===== src/rtl/puf_test_ctrl.sv =====
// PUF statistical test sequencer: streams response bits to the tester, tallies
// per-test pass flags over ROUNDS rounds and writes the counts to result memory.
//
// state   | meaning
// IDLE    | waiting for start
// CLEAR   | zero counters for a new run
// COLLECT | forward accepted response bits to the tester
// TALLY   | accumulate tester pass flags, close the round
// STORE   | write one pass count per cycle to memory
// DONE    | results stored, waiting for rerun
module puf_test_ctrl #(
  parameter int N_TESTS        = 8,
  parameter int CNT_W          = 8,
  parameter int BITS_PER_ROUND = 20000,
  parameter int ROUNDS         = 255,
  parameter int ADDR_W         = 13,
  parameter int BASE_ADDR      = 0
) (
  input  logic                clk,
  input  logic                reset,
  input  logic                start,
  input  logic                abort,
  input  logic                resp_valid,
  input  logic                resp_bit,
  input  logic [N_TESTS-1:0]  test_result,
  output logic                test_bit,
  output logic                test_bit_valid,
  output logic                mem_we,
  output logic [ADDR_W-1:0]   mem_waddr,
  output logic [CNT_W-1:0]    mem_din,
  output logic                busy,
  output logic                done
);

  localparam int BW = $clog2(BITS_PER_ROUND);
  localparam int RW = (ROUNDS > 1) ? $clog2(ROUNDS) : 1;
  localparam int SW = (N_TESTS > 1) ? $clog2(N_TESTS) : 1;

  localparam logic [BW-1:0] BIT_LOAD = BW'(BITS_PER_ROUND - 1);
  localparam logic [RW-1:0] RND_LOAD = RW'(ROUNDS - 1);
  localparam logic [SW-1:0] IDX_LAST = SW'(N_TESTS - 1);

  typedef enum logic [2:0] {
    S_IDLE, S_CLEAR, S_COLLECT, S_TALLY, S_STORE, S_DONE
  } state_t;

  state_t            state_q, state_d;
  logic [BW-1:0]     bit_cnt_q, bit_cnt_d;
  logic [RW-1:0]     rnd_cnt_q, rnd_cnt_d;
  logic [SW-1:0]     st_idx_q, st_idx_d;
  logic [CNT_W-1:0]  pass_cnt_q [N_TESTS];
  logic [CNT_W-1:0]  pass_cnt_d [N_TESTS];
  logic              test_bit_q, test_bit_d;
  logic              tb_valid_q, tb_valid_d;

  always_ff @(posedge clk or posedge reset) begin
    if (reset) begin
      state_q    <= S_IDLE;
      bit_cnt_q  <= '0;
      rnd_cnt_q  <= '0;
      st_idx_q   <= '0;
      test_bit_q <= 1'b0;
      tb_valid_q <= 1'b0;
      for (int i = 0; i < N_TESTS; i++) pass_cnt_q[i] <= '0;
    end else begin
      state_q    <= state_d;
      bit_cnt_q  <= bit_cnt_d;
      rnd_cnt_q  <= rnd_cnt_d;
      st_idx_q   <= st_idx_d;
      test_bit_q <= test_bit_d;
      tb_valid_q <= tb_valid_d;
      for (int i = 0; i < N_TESTS; i++) pass_cnt_q[i] <= pass_cnt_d[i];
    end
  end

  // Bit and round counters run down from their load value; terminal count is zero.
  always_comb begin
    state_d    = state_q;
    bit_cnt_d  = bit_cnt_q;
    rnd_cnt_d  = rnd_cnt_q;
    st_idx_d   = st_idx_q;
    test_bit_d = test_bit_q;
    tb_valid_d = 1'b0;
    for (int i = 0; i < N_TESTS; i++) pass_cnt_d[i] = pass_cnt_q[i];

    case (state_q)
      S_IDLE: begin
        if (start) state_d = S_CLEAR;
      end
      S_CLEAR: begin
        bit_cnt_d = BIT_LOAD;
        rnd_cnt_d = RND_LOAD;
        st_idx_d  = '0;
        for (int i = 0; i < N_TESTS; i++) pass_cnt_d[i] = '0;
        state_d   = S_COLLECT;
      end
      S_COLLECT: begin
        if (resp_valid) begin
          test_bit_d = resp_bit;
          tb_valid_d = 1'b1;
          if (bit_cnt_q == '0) begin
            bit_cnt_d = BIT_LOAD;
            state_d   = S_TALLY;
          end else begin
            bit_cnt_d = bit_cnt_q - 1'b1;
          end
        end
      end
      S_TALLY: begin
        for (int i = 0; i < N_TESTS; i++) begin
          if (test_result[i] && (pass_cnt_q[i] != {CNT_W{1'b1}}))
            pass_cnt_d[i] = pass_cnt_q[i] + 1'b1;
        end
        if (rnd_cnt_q == '0) begin
          state_d = S_STORE;
        end else begin
          rnd_cnt_d = rnd_cnt_q - 1'b1;
          state_d   = S_COLLECT;
        end
      end
      S_STORE: begin
        if (st_idx_q == IDX_LAST) state_d = S_DONE;
        else                      st_idx_d = st_idx_q + 1'b1;
      end
      S_DONE: begin
        if (start) state_d = S_CLEAR;
      end
      default: state_d = S_IDLE;
    endcase

    if (abort && (state_q != S_IDLE)) begin
      state_d    = S_IDLE;
      tb_valid_d = 1'b0;
    end
  end

  // Abort suppresses the write in the cycle it arrives so no partial result lands.
  assign mem_we         = (state_q == S_STORE) && !abort;
  assign mem_waddr      = mem_we ? (ADDR_W'(BASE_ADDR) + ADDR_W'(st_idx_q)) : '0;
  assign mem_din        = mem_we ? pass_cnt_q[st_idx_q] : '0;
  assign busy           = (state_q == S_CLEAR) || (state_q == S_COLLECT) ||
                          (state_q == S_TALLY) || (state_q == S_STORE);
  assign done           = (state_q == S_DONE);
  assign test_bit       = test_bit_q;
  assign test_bit_valid = tb_valid_q;

endmodule


===== config.mk =====
export PLATFORM = sky130hd
export DESIGN_NAME = puf_test_ctrl
export DESIGN_NICKNAME = d
export VERILOG_FILES = /design/src/rtl/puf_test_ctrl.sv
export SDC_FILE = /design/constraint.sdc
export NUM_CORES = 1
export LEC_CHECK = 0
export BUFFER_PORTS_ARGS = -buffer_cell sky130_fd_sc_hd__buf_2
export CAP_MARGIN = 5
export CORE_MARGIN = 2
export CORE_UTILIZATION = 27
export DETAILED_ROUTE_END_ITERATION = 10
export GPL_TIMING_DRIVEN = 1
export SYNTH_ARGS = -nofsm -noshare
export SYNTH_HDL_FRONTEND = slang
export SYNTH_SLANG_ARGS = --single-unit

===== constraint.sdc =====
create_clock -name clk -period 3.6 [get_ports clk]
set_input_delay 0.54 -clock clk [delete_from_list [all_inputs] [get_ports clk]]
set_output_delay 0.54 -clock clk [all_outputs]
set_load 0.03 [all_outputs]

==> flow_summary.yaml <==
critical_path:
  cp_cell_sequence: "mux4_2, mux2i_1, nor2_1, buf_2"
  ff2ff_setup_slack_ps: 1250
  criticalPathCategory: "flip-flop to output pin"
  crit_path_top_delay_cell: "dfrtp_1"
  cpPeakStageDelay_ps: 1020
  worstSetupEndpointType: "output pin"
  crit_path_start_kind: "flip-flop"
  worst-path-max-fanout: 21
  arrival_ps: 2430
  rr_endpoint: "pass_cnt_q[31]"
  reg2reg_depth: 5
  critPathRequiredTime_ps: 3060
  r2r-start: "state_q[2]"
clocking:
  clock_sinks: 95
  clockBufferDepth: 2
  cts.reportedPaths.clkPinSlew_ps: 70
  cts_resized: 0
  cts_setup_buffers: 0
  clk_latency_ps: 360
  numCtsBuffers: 9
  htreeDepth: 3
  root_buffer: "clkbuf_16"
  postCtsHoldBufs: 0
  cts_tree: "yes"
grt:
  antenna_found_initial: 0
  grt_pass1_wl_um: 25700
  grt_usage_pct: 13.7
  grt_max_degree: 73
  grt_pass1_vias: 4628
  grt-ovfl-total: 0
floorplanning:
  die_x_um: 153
  die_area_um2: 23300
  rows: 54
  design.core.area_um2: 21800
  start_util_pct: 27.4
  fp.dieH_um: 153
  num_io_pins: 40
drt:
  final_antenna_net_count: 0
  dr.pass1.iters: 5
  wl_um: 16000
  post_drt_wl_per_cell_um: 17.1
  drc: 0
  via_per_inst: 5.43
  drt_iter0_markers: 334
  vias: 5084
sta:
  finalCriticalPeriod_ps: 2970
  tns_ps: 0
  finClkSkew_ps: 13.4
  slew-limit-headroom_pct: 26.5
  drv_slew: 0
  clock.fmax_mhz: 337
  rsz0062_at_grt: "false"
  tightest_slew_ps: 1080
  setup_viol: 0
  finalHoldViolCount: 0
  final.period_utilization_pct: 82.5
worst_hold_path:
  min_from: "resp_bit"
  whs_path_depth: 3
  min_to: "test_bit"
  hp-class: "primary input to flip-flop"
placement:
  io_buffers: 29
  hpwlAfterDp_um: 11400
  place_congestion: 0.832
pwr:
  power.leakage_nw: 2.60
  powerDensity_nw_per_um2: 498
  max-vdd-ir-drop_v: 0.000227
  power_mw: 3.31
logic_synthesis:
  synth_seq_cells: 95
  synth_common_cells: "95 x dfrtp_1, 60 x nand2_1, 44 x nand3_1"
  syn_area_um2: 5970
  synth_top_area_cell: "dfrtp_1"
  synth_area_leaders: "dfrtp_1 40%, mux4_2 6.0%, nand2_1 3.8%"
  yosysWarnings: 0
  synth_edf_count: 0
  ys.flop_type: "dfrtp_1"
  yosysSeqAreaShare_pct: 39.8
  synth_cells: 633
  yosys.cell_types.count: 77
  synth.top_cell.area_share_pct: 39.8
  async_reset_ff_share_pct: 100
  avgSynthCellArea_um2: 9.43
  synthMostInstantiatedCell: "dfrtp_1"
cells_and_area:
  nNetsFinal: 680
  n_fill_cell: 2253
  area_delta_synth_final_pct: 11.3
  diodes: 0
  drive_gt1_share_pct: 13.5
run_status:
  outcome: "complete, no violations"
flow_run:
  maxCapViolations: 0
-- worst max-delay path: cells and delay by family (launching register included) --
| family | cells | cell delay [ps] |
|---|---|---|
| buffers and inverters | 1 | 190 |
| flip-flops | 1 | 1020 |
| multiplexers | 2 | 800 |
| AND/OR/NAND/NOR | 1 | 60 |
-- cell usage in the layout (no fill, tap or decap), drive strengths merged, types with 3 or more instances in the layout --
cell type / count
buf: 39
nand4: 17
a21oi: 30
conb: 10
mux2i: 15
or3: 18
or4: 11
xor2: 4
xnor2: 5
ha: 14
nor2b: 3
nor4: 11
o211ai: 12
nand3b: 7
a211o: 3
a31oi: 19
and3: 6
nand3: 44
o41ai: 3
o311ai: 5
o31ai: 12
clkbuf: 10
nand2: 61
o21a: 4
and2: 5
dfrtp: 95
a22oi: 4
o211a: 3
nor2: 42
inv: 27
mux4: 16
o21ai: 35
nor3: 10
or3b: 8
-- registers in the layout, summed over array words and instances, names as in the netlist --
name,cells
pass_cnt_q,64
test_bit_valid,1
state_q,3
test_bit,1
rnd_cnt_q,8
bit_cnt_q,15
st_idx_q,3
-- kinds of logic (layout without fill, tap and decap cells) --
family,count (synthesis),after routing,synth area share (%)
flops,95,95,39.8
compound gates,158,158,18.1
buf+inv,64,79,5.09
other cells,1,10,0.0628
fa+ha+maj,14,14,2.93
xor+xnor,9,9,1.32
simple gates,259,259,23.8
mux,33,33,8.93
-- where the power goes --
group	internal (mW)	switching, mW
combinational	0.342	0.614
sequential	1.19	0.237
clock	0.480	0.450
total	2.01	1.30
-- worst max path at each step --
stage / from / to / slack (ps) / depth (start not counted)
finish: st_idx_q[0] / mem_din[6] / 630 / 4
global placement: st_idx_q[0] / mem_din[6] / 1030 / 4
CTS: st_idx_q[0] / mem_din[6] / 610 / 4
detailed placement: st_idx_q[0] / mem_din[6] / 1000 / 4
global route: st_idx_q[0] / mem_din[2] / 390 / 4
floorplan: reset / bit_cnt_q[0] / 580 / 1
-- cell type report --
class / count / area (um^2) / share of cell area [%]
clock buffers: 10 / 229 / 3.44
multi-input cells: 483 / 3330 / 50.0
flip-flops and latches: 95 / 2380 / 35.8
well taps: 280 / 350 / 5.27
repair buffers: 39 / 220 / 3.31
clock inverters: 6 / 52.6 / 0.791
inverters: 24 / 92.6 / 1.39
-- per-stage QoR --
| step | area (um^2) | hold slack (ps) | std cells | util, % | worst slack [ps] |
|---|---|---|---|---|---|
| after detailed placement | 6370 | 468 | 921 | 29.3 | 998 |
| after CTS | 6650 | 366 | 937 | 30.6 | 614 |
| final | 6650 | 377 | 937 | 30.6 | 630 |
| after floorplan | 6000 | 454 | 642 | - | 583 |
| after global routing | 6650 | 386 | 937 | 30.6 | 386 |
| after global placement | 6370 | 460 | 921 | 29.3 | 1030 |
-- metal layers --
layer / track usage, % / vias up / wire length (um)
met1: 18.6 / 2515 / 7370
met2: 21.5 / 122 / 7410
li1: - / 2432 / -
met4: 3.00 / 0 / 204
met5: 0 / - / 0
met3: 4.32 / 15 / 1020
No activity file was read; power rests on OpenSTA's default activity.
